===== config.mk =====
export PLATFORM = sky130hd
export DESIGN_NAME = data_memory_arbiter
export DESIGN_NICKNAME = d
export VERILOG_FILES = /design/src/rtl/data_memory_arbiter_pkg.sv /design/src/rtl/data_memory_arbiter_rr_arb2.sv /design/src/rtl/data_memory_arbiter.sv
export SDC_FILE = /design/constraint.sdc
export NUM_CORES = 1
export LEC_CHECK = 0
export ABC_AREA = 1
export CAP_MARGIN = 10
export CORE_UTILIZATION = 43
export CTS_CLUSTER_SIZE = 24
export DETAILED_ROUTE_END_ITERATION = 8
export PLACE_DENSITY = 0.78
export SETUP_SLACK_MARGIN = 0.05
export SLEW_MARGIN = 20
export SYNTH_ARGS = -nofsm -noshare
export SYNTH_HDL_FRONTEND = slang
export SYNTH_SLANG_ARGS = --single-unit

===== constraint.sdc =====
create_clock -name i_clk -period 3.1 [get_ports i_clk]
set_clock_uncertainty 0.1 [all_clocks]
set_input_delay 0.93 -clock i_clk [delete_from_list [all_inputs] [get_ports i_clk]]
set_output_delay 0.93 -clock i_clk [all_outputs]
set_load 0.01 [all_outputs]

===== src/rtl/data_memory_arbiter_pkg.sv =====
// Shared definitions for the two-port data memory arbiter: FSM encoding,
// memory geometry and port identifiers.
package data_memory_arbiter_pkg;

  typedef enum logic [1:0] {
    ST_IDLE    = 2'd0,
    ST_ACCESS  = 2'd1,
    ST_RESPOND = 2'd2,
    ST_ERROR   = 2'd3
  } state_t;

  localparam int unsigned MEM_NIBBLES    = 32'd128;
  // A word spans four nibbles, so the last legal base leaves room for three more.
  localparam int unsigned LAST_WORD_ADDR = MEM_NIBBLES - 32'd4;

  localparam logic PORT0 = 1'b0;
  localparam logic PORT1 = 1'b1;

endpackage


===== src/rtl/data_memory_arbiter_rr_arb2.sv =====
// Two-input round-robin picker; the last-served pointer advances only when
// the caller takes the offered grant.
module rr_arb2
  import data_memory_arbiter_pkg::*;
(
  input  logic       i_clk,
  input  logic       i_rst,
  input  logic [1:0] i_req,
  input  logic       i_take,
  output logic       o_grant
);

  logic r_last;
  logic w_grant;

  // Grant selection: a lone requester wins, a tie goes to the port not served last
  always_comb begin
    w_grant = PORT0;
    case (i_req)
      2'b01:   w_grant = PORT0;
      2'b10:   w_grant = PORT1;
      2'b11:   w_grant = ~r_last;
      default: w_grant = PORT0;
    endcase
  end

  // Last-served pointer; resets to port 1 so port 0 wins the first tie
  always_ff @(posedge i_clk or posedge i_rst) begin
    if (i_rst) begin
      r_last <= PORT1;
    end else if (i_take) begin
      r_last <= w_grant;
    end
  end

  assign o_grant = w_grant;

endmodule


===== src/rtl/data_memory_arbiter.sv =====
// Round-robin arbiter and access sequencer sharing one single-ported,
// nibble-addressed data memory between two req/ack masters.
module data_memory_arbiter
  import data_memory_arbiter_pkg::*;
#(
  parameter int unsigned ADDR_W = 16,
  parameter int unsigned DATA_W = 16
) (
  input  logic              i_clk,
  input  logic              i_rst,
  input  logic              i_req0,
  input  logic              i_req1,
  input  logic              i_write0,
  input  logic              i_write1,
  input  logic [ADDR_W-1:0] i_addr0,
  input  logic [ADDR_W-1:0] i_addr1,
  input  logic [DATA_W-1:0] i_wdata0,
  input  logic [DATA_W-1:0] i_wdata1,
  output logic              o_ack0,
  output logic              o_ack1,
  output logic [DATA_W-1:0] o_rdata0,
  output logic [DATA_W-1:0] o_rdata1,
  output logic              o_err0,
  output logic              o_err1,
  output logic [ADDR_W-1:0] o_mem_address,
  output logic [DATA_W-1:0] o_mem_write_data,
  output logic              o_mem_write,
  output logic              o_mem_read,
  input  logic [DATA_W-1:0] i_mem_read_data
);

  state_t            r_state;
  state_t            w_next_state;
  logic              w_take;
  logic              w_grant;
  logic              w_sel_write;
  logic [ADDR_W-1:0] w_sel_addr;
  logic [DATA_W-1:0] w_sel_wdata;
  logic              w_sel_legal;

  logic              r_cap_port;
  logic              r_cap_write;
  logic [ADDR_W-1:0] r_mem_address;
  logic [DATA_W-1:0] r_mem_write_data;
  logic              r_mem_write;
  logic              r_mem_read;
  logic              r_ack0;
  logic              r_ack1;
  logic              r_err0;
  logic              r_err1;
  logic [DATA_W-1:0] r_rdata0;
  logic [DATA_W-1:0] r_rdata1;

  rr_arb2 u_rr_arb2 (
    .i_clk   (i_clk),
    .i_rst   (i_rst),
    .i_req   ({i_req1, i_req0}),
    .i_take  (w_take),
    .o_grant (w_grant)
  );

  // Route the winning port's request fields and range-check the full address
  always_comb begin
    w_sel_write = i_write0;
    w_sel_addr  = i_addr0;
    w_sel_wdata = i_wdata0;
    case (w_grant)
      PORT1: begin
        w_sel_write = i_write1;
        w_sel_addr  = i_addr1;
        w_sel_wdata = i_wdata1;
      end
      default: begin
        w_sel_write = i_write0;
        w_sel_addr  = i_addr0;
        w_sel_wdata = i_wdata0;
      end
    endcase
    w_sel_legal = (w_sel_addr <= ADDR_W'(LAST_WORD_ADDR));
  end

  // FSM state register
  always_ff @(posedge i_clk or posedge i_rst) begin
    if (i_rst) begin
      r_state <= ST_IDLE;
    end else begin
      r_state <= w_next_state;
    end
  end

  // FSM next-state and grant acceptance
  always_comb begin
    w_next_state = r_state;
    w_take       = 1'b0;
    case (r_state)
      ST_IDLE: begin
        if (i_req0 || i_req1) begin
          w_take = 1'b1;
          if (w_sel_legal) begin
            w_next_state = ST_ACCESS;
          end else begin
            w_next_state = ST_ERROR;
          end
        end else begin
          w_next_state = ST_IDLE;
        end
      end
      ST_ACCESS:  w_next_state = ST_RESPOND;
      ST_ERROR:   w_next_state = ST_RESPOND;
      ST_RESPOND: w_next_state = ST_IDLE;
      default:    w_next_state = ST_IDLE;
    endcase
  end

  // Datapath: memory strobes are set on grant and dropped at the end of ACCESS;
  // the winner's Ack/Err/RData update together so they are valid in one cycle.
  always_ff @(posedge i_clk or posedge i_rst) begin
    if (i_rst) begin
      r_cap_port       <= PORT0;
      r_cap_write      <= 1'b0;
      r_mem_address    <= '0;
      r_mem_write_data <= '0;
      r_mem_write      <= 1'b0;
      r_mem_read       <= 1'b0;
      r_ack0           <= 1'b0;
      r_ack1           <= 1'b0;
      r_err0           <= 1'b0;
      r_err1           <= 1'b0;
      r_rdata0         <= '0;
      r_rdata1         <= '0;
    end else begin
      r_ack0 <= 1'b0;
      r_ack1 <= 1'b0;
      case (r_state)
        ST_IDLE: begin
          if (w_take) begin
            r_cap_port  <= w_grant;
            r_cap_write <= w_sel_write;
            if (w_sel_legal) begin
              r_mem_address    <= w_sel_addr;
              r_mem_write_data <= w_sel_wdata;
              r_mem_write      <= w_sel_write;
              r_mem_read       <= ~w_sel_write;
            end
          end
        end
        ST_ACCESS: begin
          r_mem_write <= 1'b0;
          r_mem_read  <= 1'b0;
          if (r_cap_port == PORT1) begin
            r_ack1 <= 1'b1;
            r_err1 <= 1'b0;
            if (!r_cap_write) r_rdata1 <= i_mem_read_data;
          end else begin
            r_ack0 <= 1'b1;
            r_err0 <= 1'b0;
            if (!r_cap_write) r_rdata0 <= i_mem_read_data;
          end
        end
        ST_ERROR: begin
          if (r_cap_port == PORT1) begin
            r_ack1   <= 1'b1;
            r_err1   <= 1'b1;
            r_rdata1 <= '0;
          end else begin
            r_ack0   <= 1'b1;
            r_err0   <= 1'b1;
            r_rdata0 <= '0;
          end
        end
        default: begin
          r_mem_write <= 1'b0;
          r_mem_read  <= 1'b0;
        end
      endcase
    end
  end

  assign o_ack0           = r_ack0;
  assign o_ack1           = r_ack1;
  assign o_err0           = r_err0;
  assign o_err1           = r_err1;
  assign o_rdata0         = r_rdata0;
  assign o_rdata1         = r_rdata1;
  assign o_mem_address    = r_mem_address;
  assign o_mem_write_data = r_mem_write_data;
  assign o_mem_write      = r_mem_write;
  assign o_mem_read       = r_mem_read;

endmodule


==> results of run 1 <==
==> power breakdown <==
part	leakage [uW]	internal [uW]	switching, uW
clock network	0.0000926	393	327
registers	0.000974	1260	153
logic	0.00167	878	748
total	0.00273	2530	1230
==> worst max-delay path, cell delays in order <==
cell and delay [ns]:
clkdlybuf4s50_1 0.52, nand2_4 0.14, nand2_8 0.22, nand2_1 0.08, o21ai_1 0.13, a21oi_1 0.06, nand2_1 0.13, nand2_2 0.10
nor2_8 0.29, nand4_1 0.17, nand2_1 0.09
==> placed cells by master (no fill, tap or decap), drive strengths merged, types with 3 or more instances in the layout <==
master         Yosys  routed
a21oi              3       3
buf               16      10
clkbuf             4      12
clkdlybuf4s50      0     155
dfrtp             74      74
inv               45      45
mux2              32      32
nand2            155     155
nand3             13      13
nand3b             3       3
nand4             25      25
nor2              31      31
o21ai              7       7
==> registers in the layout, indices dropped and copies added, names as in the netlist <==
signal,count
o_rdata1,16
o_ack1,1
o_ack0,1
o_rdata0,16
o_mem_write_data,16
r_cap_write,1
r_cap_port,1
o_mem_read,1
u_rr_arb2.r_last,1
o_err1,1
r_state,2
o_err0,1
o_mem_address,16
o_mem_write,1
==> logic make-up (layout without fill, tap and decap cells) <==
kind of cell,count (synthesis),count (layout),synth area share (%)
buffers and inverters,66,227,8.97
and+or+nand+nor,229,229,27.8
DFF,75,75,51.6
muxes,33,33,10.2
AOI/OAI and AO/OA,10,10,1.48
==> how the worst max path moves through the flow <==
stage | from | to | slack, ns | cells past startpoint
4_1_cts | i_req0 | o_mem_address[2]$_DFFE_PP0P_ | 0.43 | 11
5_1_grt | i_req0 | o_mem_address[6]$_DFFE_PP0P_ | 0.24 | 12
3_3_place_gp | i_req0 | o_mem_address[3]$_DFFE_PP0P_ | 0.09 | 11
6_report | i_req0 | o_mem_address[2]$_DFFE_PP0P_ | 0.40 | 11
2_1_floorplan | i_rst | o_ack0$_DFF_PP0_ | 0.16 | 1
3_5_place_dp | i_req0 | o_mem_address[2]$_DFFE_PP0P_ | 0.08 | 11
==> final cells by class <==
type | count | area [um2]
clock buffers | 12 | 145
flip-flops and latches | 75 | 1880
inverters | 46 | 173
multi-input cells | 272 | 1440
well taps | 105 | 131
repair buffers | 165 | 1640
clock inverters | 4 | 50.0
fillers | 680 | 2760
==> through the flow <==
| step | setup slack (ns) | hold slack, ns | util [%] |
|---|---|---|---|
| after floorplan | 0.162 | 0.364 | - |
| after global placement | 0.0921 | 0.353 | 64.0 |
| after detailed placement | 0.0814 | 0.360 | 64.0 |
| after CTS | 0.431 | 0.382 | 66.4 |
| after global routing | 0.239 | 0.406 | 66.4 |
| final | 0.395 | 0.377 | 66.4 |
==> routing by layer <==
layer  routed length (um)  share of wire (%)
met5                    0                  0
met3                  633                7.3
met1                 3760                 43
met4                  149                1.7
met2                 4170                 48
==> metrics.cfg, run 1 <==
[power]
power.density_nw_per_um2=689
leakage_uw=0.00273
ir_drop_uv=311
p_total_uw=3760

[global_routing]
grt_pass1_vias=3108
gr-max-usage-layer=met2
grt_max_degree=76
grt-ovfl-total=0
grt_use_met3_pct=4.85
grt_pass1_wl_um=14100
met1_usage_pct=25.6
met2_usage_pct=34.9
grt.total_usage_pct=20.6
antenna_found_initial=0

[worst_setup_path]
rrSetupSlack_ns=0.98
r2r_end=o_mem_address[2]$_DFFE_PP0P_
arrival_ns=2.87
cp-end-kind=flip-flop
required_ns=3.27
reg2reg_depth=10
crit_fanout=36
crit_type=input port to flip-flop
reg2reg_from=u_rr_arb2.r_last$_DFFE_PP1P_
start_kind=input port

[sta]
clock.fmax_mhz=370
setup_viol=0
relSlewSlack_pct=62.5
finalMaxSlewViolations=0
fin_tns_setup_ns=0
finalCriticalPeriod_ns=2.70
fin_crit_sh_pct=87.2
rsz0062_at_grt=false
hold_viol=0
tightest_slew_ns=0.559

[place]
placed_area_um2=5260
dp_hpwl_um=6620
place_inst=663
gp_congestion=0.853
io_buffers=155

[layout]
areaGrowthSynthToFinish_pct=49.8
antenna_cells=0
stdcell_area_um2=5460
drive_gt1_share_pct=12.2
final_nets=655
layout.cells.non_filler=679

[floorplanning]
rows=33
ios=156
die_area_um2=8840
die_y_um=94.0
initial_utilization_pct=44.3
fp.dieW_um=94.0
core_area_um2=8220

[worst_hold_path]
hold_class=flip-flop to flip-flop
whs_path_depth=2
holdPathEnd=o_mem_address[12]$_DFFE_PP0P_
holdCritStartpoint=o_mem_address[12]$_DFFE_PP0P_

[clock_tree]
cts_tree=built
clk_pin_slew_ns=0.08
cts_root_buffer=clkbuf_8
cts_setup_buffers=0
hold_buffers=0
ctsResizeCount=0
clock_sinks=75
cts.htree.levels=3
clockBufferDepth=2
clkLatencyLatePin_ns=0.32
numCtsBuffers=9

[synth]
synth-seq-cells=75
syn_area_um2=3640
synth.top_cells.by_count=152 x nand2_1, 74 x dfrtp_1, 43 x inv_1
ys_warn_count=0
synth-edff-count=0
async_flop_share_pct=100
syn-instance-count=413
syn_avg_cell_area_um2=8.82
synthTopCellsByArea=dfrtp_1 51%, nand2_1 16%, mux2_2 9.9%
synth_top_area_cell=dfrtp_1
synthFlopType=dfrtp_1
seq_area_frac_synth_pct=51.6
synth.distinct_cells=30
synth_top_area_share_pct=50.8
yosysMostFrequentCell=nand2_1
syn_nets=499

[flow_run]
drv_cap=0

[route]
antenna_left=0
drtIter0Drc=87
wl_per_cell_um=12.8
viasPerCell=4.83
drcViolationCount=0
drt_first_pass_iters=4
wl_um=8720
num_vias=3279

[status]
status=completed

No activity file was read; power rests on OpenSTA's default activity.
==> inputs of run 2 (changes only) <==
--- a/config.mk
+++ b/config.mk
@@ -7,7 +7,7 @@
 export LEC_CHECK = 0
 export ABC_AREA = 1
 export CAP_MARGIN = 10
-export CORE_UTILIZATION = 43
+export CORE_UTILIZATION = 42
 export CTS_CLUSTER_SIZE = 24
 export DETAILED_ROUTE_END_ITERATION = 8
 export PLACE_DENSITY = 0.78
@@ -15,4 +15,5 @@
 export SLEW_MARGIN = 20
 export SYNTH_ARGS = -nofsm -noshare
 export SYNTH_HDL_FRONTEND = slang
+export SYNTH_HIERARCHICAL = 1
 export SYNTH_SLANG_ARGS = --single-unit
==> metrics.cfg, run 2 <==
[worst_setup_path]
required_ns=3.22
start_kind=input port
arrival_ns=2.97
crit_type=input port to flip-flop
cp-end-kind=flip-flop
crit_fanout=32

[synth]
synth_top_area_cell=dfrtp_1
seq_area_frac_synth_pct=54.5
async_flop_share_pct=100
syn_avg_cell_area_um2=8.62
ys_warn_count=6
synth-seq-cells=75
yosysMostFrequentCell=nand2_1
syn_nets=486
syn_area_um2=3450
synth_top_area_share_pct=53.7
synthFlopType=dfrtp_1
synth-edff-count=0
synth.distinct_cells=24
syn-instance-count=400
synth.top_cells.by_count=183 x nand2_1, 74 x dfrtp_1, 40 x inv_1
synthTopCellsByArea=dfrtp_1 54%, nand2_1 20%, mux2_2 10%

[route]
drtIter0Drc=72
drt-met1-wl_um=3700
drcViolationCount=0
top_layer_used=met4
viasPerCell=4.51
num_vias=3032
drt_first_pass_iters=4
wl_um=8500
antenna_left=0
wl_per_cell_um=12.6
dr_wl_met3_um=733
dr_wl_met2_um=3990

[floorplanning]
die_area_um2=8580
rows=32
ios=156
die_y_um=92.6
initial_utilization_pct=43.9
fp.dieW_um=92.6
core_area_um2=7850

[clock_tree]
clock_sinks=75
clockBufferDepth=2
numCtsBuffers=9
clkLatencyLatePin_ns=0.33
hold_buffers=0
cts_tree=built
cts_root_buffer=clkbuf_8
clk_pin_slew_ns=0.07
cts.htree.levels=3

[global_routing]
grt_pass1_vias=3085
grt_max_degree=43
antenna_found_initial=0
grt-ovfl-total=0
grt_pass1_wl_um=13900
grt.total_usage_pct=20.9

[layout]
final_common_cell=nand2_1
areaGrowthSynthToFinish_pct=56.7
final_core_util_pct=68.8
final_cell_mix=183 x nand2_1, 155 x clkdlybuf4s50_1, 74 x dfrtp_1, 38 x inv_1, 32 x mux2_2
antenna_cells=0
final_nets=652
drive_gt1_share_pct=12.6
layout.cells.non_filler=673

[sta]
clock.fmax_mhz=351
hold_viol=0
setup_viol=0
finalCriticalPeriod_ns=2.85
finalMaxSlewViolations=0
tightest_slew_ns=0.537
rsz0062_at_grt=false
hold-worst-slack_ns=0.371
relSlewSlack_pct=63.9
fin_crit_sh_pct=91.8

[power]
ir_drop_uv=255
leakage_uw=0.00272
power.density_nw_per_um2=693

[place]
io_buffers=155
place_inst=652
gp_congestion=0.853
dp_hpwl_um=6460

[status]
status=completed

[worst_hold_path]
hold_class=flip-flop to flip-flop

[flow_run]
drv_cap=0

## run 2: cell types whose count changed in the layout (fill, tap and decap cells not counted), sizes merged, moves of 2 or more
cell / before / now
nand3: 13 / 5
nand4: 25 / 0
buf: 10 / 15
nand3b: 3 / 1
inv: 45 / 39
nand2: 155 / 184
o21ai: 7 / 9
a21oi: 3 / 0
nor2: 31 / 33
## run 2: final cells by class
cell class,count,area (um2)
Clock inverter,4,72.6
Sequential cell,75,1880
Tap cell,102,128
Timing Repair Buffer,170,1700
Inverter,40,154
Multi-Input combinational cell,270,1310
Fill cell,636,2440
Clock buffer,12,155
## run 2: logic make-up (layout without fill, tap and decap cells)
family / after synthesis / after routing / share of synthesized area (%)
and+or+nand+nor: 228 / 228 / 26.0
buffers and inverters: 55 / 226 / 7.51
AOI/OAI and AO/OA: 10 / 10 / 1.56
muxes: 32 / 32 / 10.5
DFF: 75 / 75 / 54.5
## run 2: what timing repair did
item / CTS / global route
setup buffers: 0 / 5
endpoints found under the hold margin: 0 / 0
setup endpoints to repair: 0 / 9
resized for setup: 0 / 5
## run 2: through the flow
step           setup WS [ns]  area (um2)  setup TNS [ns]  power [uW]
3_3_place_gp         0.00657        5130               0        2860
4_1_cts                0.223        5360               0        3760
2_1_floorplan          0.188        3450               0        2150
6_report               0.254        5400               0        3740
5_1_grt               0.0692        5400               0        3960
3_5_place_dp          -0.129        5130           -3.45        2920
## run 2: final timing paths
kind	startpoint	endpoint	slack [ns]	cells after the start
min	u_rr_arb2/r_last$_DFFE_PP1P_	u_rr_arb2/r_last$_DFFE_PP1P_	0.37	2
max	i_req0	o_mem_write_data[15]$_DFFE_PP0P_	0.25	16
min reg2reg	u_rr_arb2/r_last$_DFFE_PP1P_	u_rr_arb2/r_last$_DFFE_PP1P_	0.37	2
max in group asynchronous	i_rst	o_rdata1[6]$_DFFE_PP0P_	1.56	3
min in group asynchronous	i_rst	u_rr_arb2/r_last$_DFFE_PP1P_	0.85	2
max reg2reg	u_rr_arb2/r_last$_DFFE_PP1P_	o_mem_write_data[15]$_DFFE_PP0P_	0.82	15
## run 2: worst max-delay path, stage by stage
cell	delay (ns)
clkdlybuf4s50_1	0.43
nand2_1	0.11
and2_4	0.18
clkinvlp_4	0.13
buf_4	0.17
nand2_1	0.05
nand2_1	0.04
nor2_1	0.10
nand2_1	0.08
nor2_1	0.14
nand3_2	0.13
nor2_4	0.11
nand2_2	0.07
buf_12	0.18
nand2_1	0.07
nand2_1	0.05
## run 2: metal layers
metal,global-route usage (%),up-vias
met5,0,-
met1,24.8,1358
met4,5.26,0
li1,-,1543
met3,7.72,6
met2,35.9,125
## run 2: report_power, final
| part | internal (uW) | switching (uW) |
|---|---|---|
| Sequential | 1260 | 158 |
| Clock | 496 | 336 |
| Combinational | 862 | 631 |
| Total | 2620 | 1120 |
==> inputs of run 3 (changes only) <==
--- a/config.mk
+++ b/config.mk
@@ -7,10 +7,11 @@
 export LEC_CHECK = 0
 export ABC_AREA = 1
 export CAP_MARGIN = 10
-export CORE_UTILIZATION = 42
+export CORE_UTILIZATION = 30
+export CTS_CLUSTER_DIAMETER = 200
 export CTS_CLUSTER_SIZE = 24
 export DETAILED_ROUTE_END_ITERATION = 8
-export PLACE_DENSITY = 0.78
+export PLACE_DENSITY = 0.58
 export SETUP_SLACK_MARGIN = 0.05
 export SLEW_MARGIN = 20
 export SYNTH_ARGS = -nofsm -noshare
==> metrics.cfg, run 3 (synthesis gave the netlist of run 2 again) <==
[worst_hold_path]
holdCritStartpoint=o_mem_write_data[3]$_DFFE_PP0P_
holdPathEnd=o_mem_write_data[3]$_DFFE_PP0P_
hold_class=flip-flop to flip-flop
whs_path_depth=2

[worst_setup_path]
path_common_cell=nand2_1
r2r_end=o_mem_address[6]$_DFFE_PP0P_
reg2reg_depth=14
crit_type=input port to flip-flop
slowest_stage=clkdlybuf4s50_1
arrival_ns=2.90
start_kind=input port
cp-end-kind=flip-flop
reg2reg_from=u_rr_arb2/r_last$_DFFE_PP1P_
crit_fanout=32
path_cells=clkdlybuf4s50_1 -> nand2_1 -> and2_1 -> inv_1 -> buf_12 -> nand2_1 -> nand2_1 -> nor2_1 -> nand2_1 -> nor2_1 -> nand3_2 -> nor2_4 -> nand2_2 -> buf_12 -> nand2_1 -> nand2_1
cp_slowest_stage_delay_ns=0.41
rrSetupSlack_ns=0.87
required_ns=3.21

[layout]
final_nets=651
final_common_cell=nand2_1
stdcell_area_um2=5550
antenna_cells=0
areaGrowthSynthToFinish_pct=60.9
drive_gt1_share_pct=11.9
final_core_util_pct=50.3
fillers=1096
final_cell_mix=183 x nand2_1, 155 x clkdlybuf4s50_1, 74 x dfrtp_1, 39 x inv_1, 32 x mux2_2

[clock_tree]
clkLatencyLatePin_ns=0.32
hold_buffers=0
numCtsBuffers=9
cts_tree=built
clock_sinks=75
cts.htree.levels=3
ctsResizeCount=0
clockBufferDepth=2
cts_setup_buffers=0
cts_root_buffer=clkbuf_16
clk_pin_slew_ns=0.05

[route]
wl_um=8790
antenna_left=0
wl_per_cell_um=12.4
drcViolationCount=0
drt_first_pass_iters=4
viasPerCell=4.24
num_vias=3009
drtIter0Drc=117

[sta]
tightest_slew_ns=0.546
setup_viol=0
relSlewSlack_pct=63.5
finalCriticalPeriod_ns=2.79
hold_viol=0
fin_crit_sh_pct=90.0
finalMaxSlewViolations=0
clock.fmax_mhz=358
rsz0062_at_grt=false

[power]
p_total_uw=3990
ir_drop_uv=447
leakage_uw=0.00276
power.density_nw_per_um2=719

[place]
dp_hpwl_um=6800
gp_congestion=0.759
io_buffers=155
placed_area_um2=5240

[floorplanning]
fp.dieW_um=109
core_area_um2=11000
die_area_um2=11900
rows=38
die_y_um=109
ios=156
initial_utilization_pct=31.3

[status]
status=completed

[global_routing]
gr-max-usage-layer=met2
grt_pass1_wl_um=14300
met1_usage_pct=19.3
met2_usage_pct=25.2
grt-ovfl-total=0
grt.total_usage_pct=15.5
grt_max_degree=41
grt_pass1_vias=3054
antenna_found_initial=0
grt_use_met3_pct=5.14

[flow_run]
drv_cap=0

-- run 3: changes by cell type in the layout (fill, tap and decap cells not counted), moves of 2 or more --
cell       change
buf_12         +2
buf_4          -3
clkbuf_16      +9
clkbuf_8      -11
-- run 3: how the worst max path moves through the flow --
| stage | from | endpoint | slack, ns | cells after the start |
|---|---|---|---|---|
| after floorplan | i_rst | o_ack0$_DFF_PP0_ | 0.19 | 1 |
| after global placement | i_req0 | o_mem_write_data[8]$_DFFE_PP0P_ | -0.001 | 13 |
| after detailed placement | i_req0 | o_mem_write_data[9]$_DFFE_PP0P_ | -0.04 | 16 |
| after CTS | i_req0 | o_mem_address[6]$_DFFE_PP0P_ | 0.30 | 16 |
| after global routing | i_req0 | o_mem_address[1]$_DFFE_PP0P_ | 0.11 | 15 |
| final | i_req0 | o_mem_address[6]$_DFFE_PP0P_ | 0.31 | 16 |
-- run 3: layout make-up --
class / count / area (um2) / area share, %
clock inverters: 5 / 80.1 / 1.44
inverters: 40 / 151 / 2.73
flip-flops and latches: 75 / 1880 / 33.9
clock buffers: 11 / 233 / 4.19
multi-input cells: 270 / 1310 / 23.6
well taps: 140 / 175 / 3.16
repair buffers: 169 / 1720 / 31.0
-- run 3: power breakdown --
part           total, uW  switching, uW  internal (uW)
combinational       1490            630            862
sequential          1420            156           1260
clock               1080            376            703
total               3990           1160           2830
-- run 3: worst max-delay path, delay by kind of cell --
kind / cells / cell delay (ns)
buffers and inverters: 4 / 0.86
and+or+nand+nor: 12 / 1.12
-- run 3: metrics by stage --
step	hold slack (ns)	cells	TNS (ns)	worst slack, ns
3_5_place_dp	0.362	694	-0.736	-0.0413
3_3_place_gp	0.354	694	-0.00357	-0.00128
6_report	0.370	710	0	0.310
5_1_grt	0.395	710	0	0.107
4_1_cts	0.371	710	0	0.301
2_1_floorplan	0.348	400	0	0.188
-- run 3: routing by layer --
metal / vias to the layer above / part of all wire (%)
met2: 117 / 45
met4: 0 / 1.1
li1: 1541 / -
met5: - / 0
met3: 8 / 9.5
met1: 1343 / 45
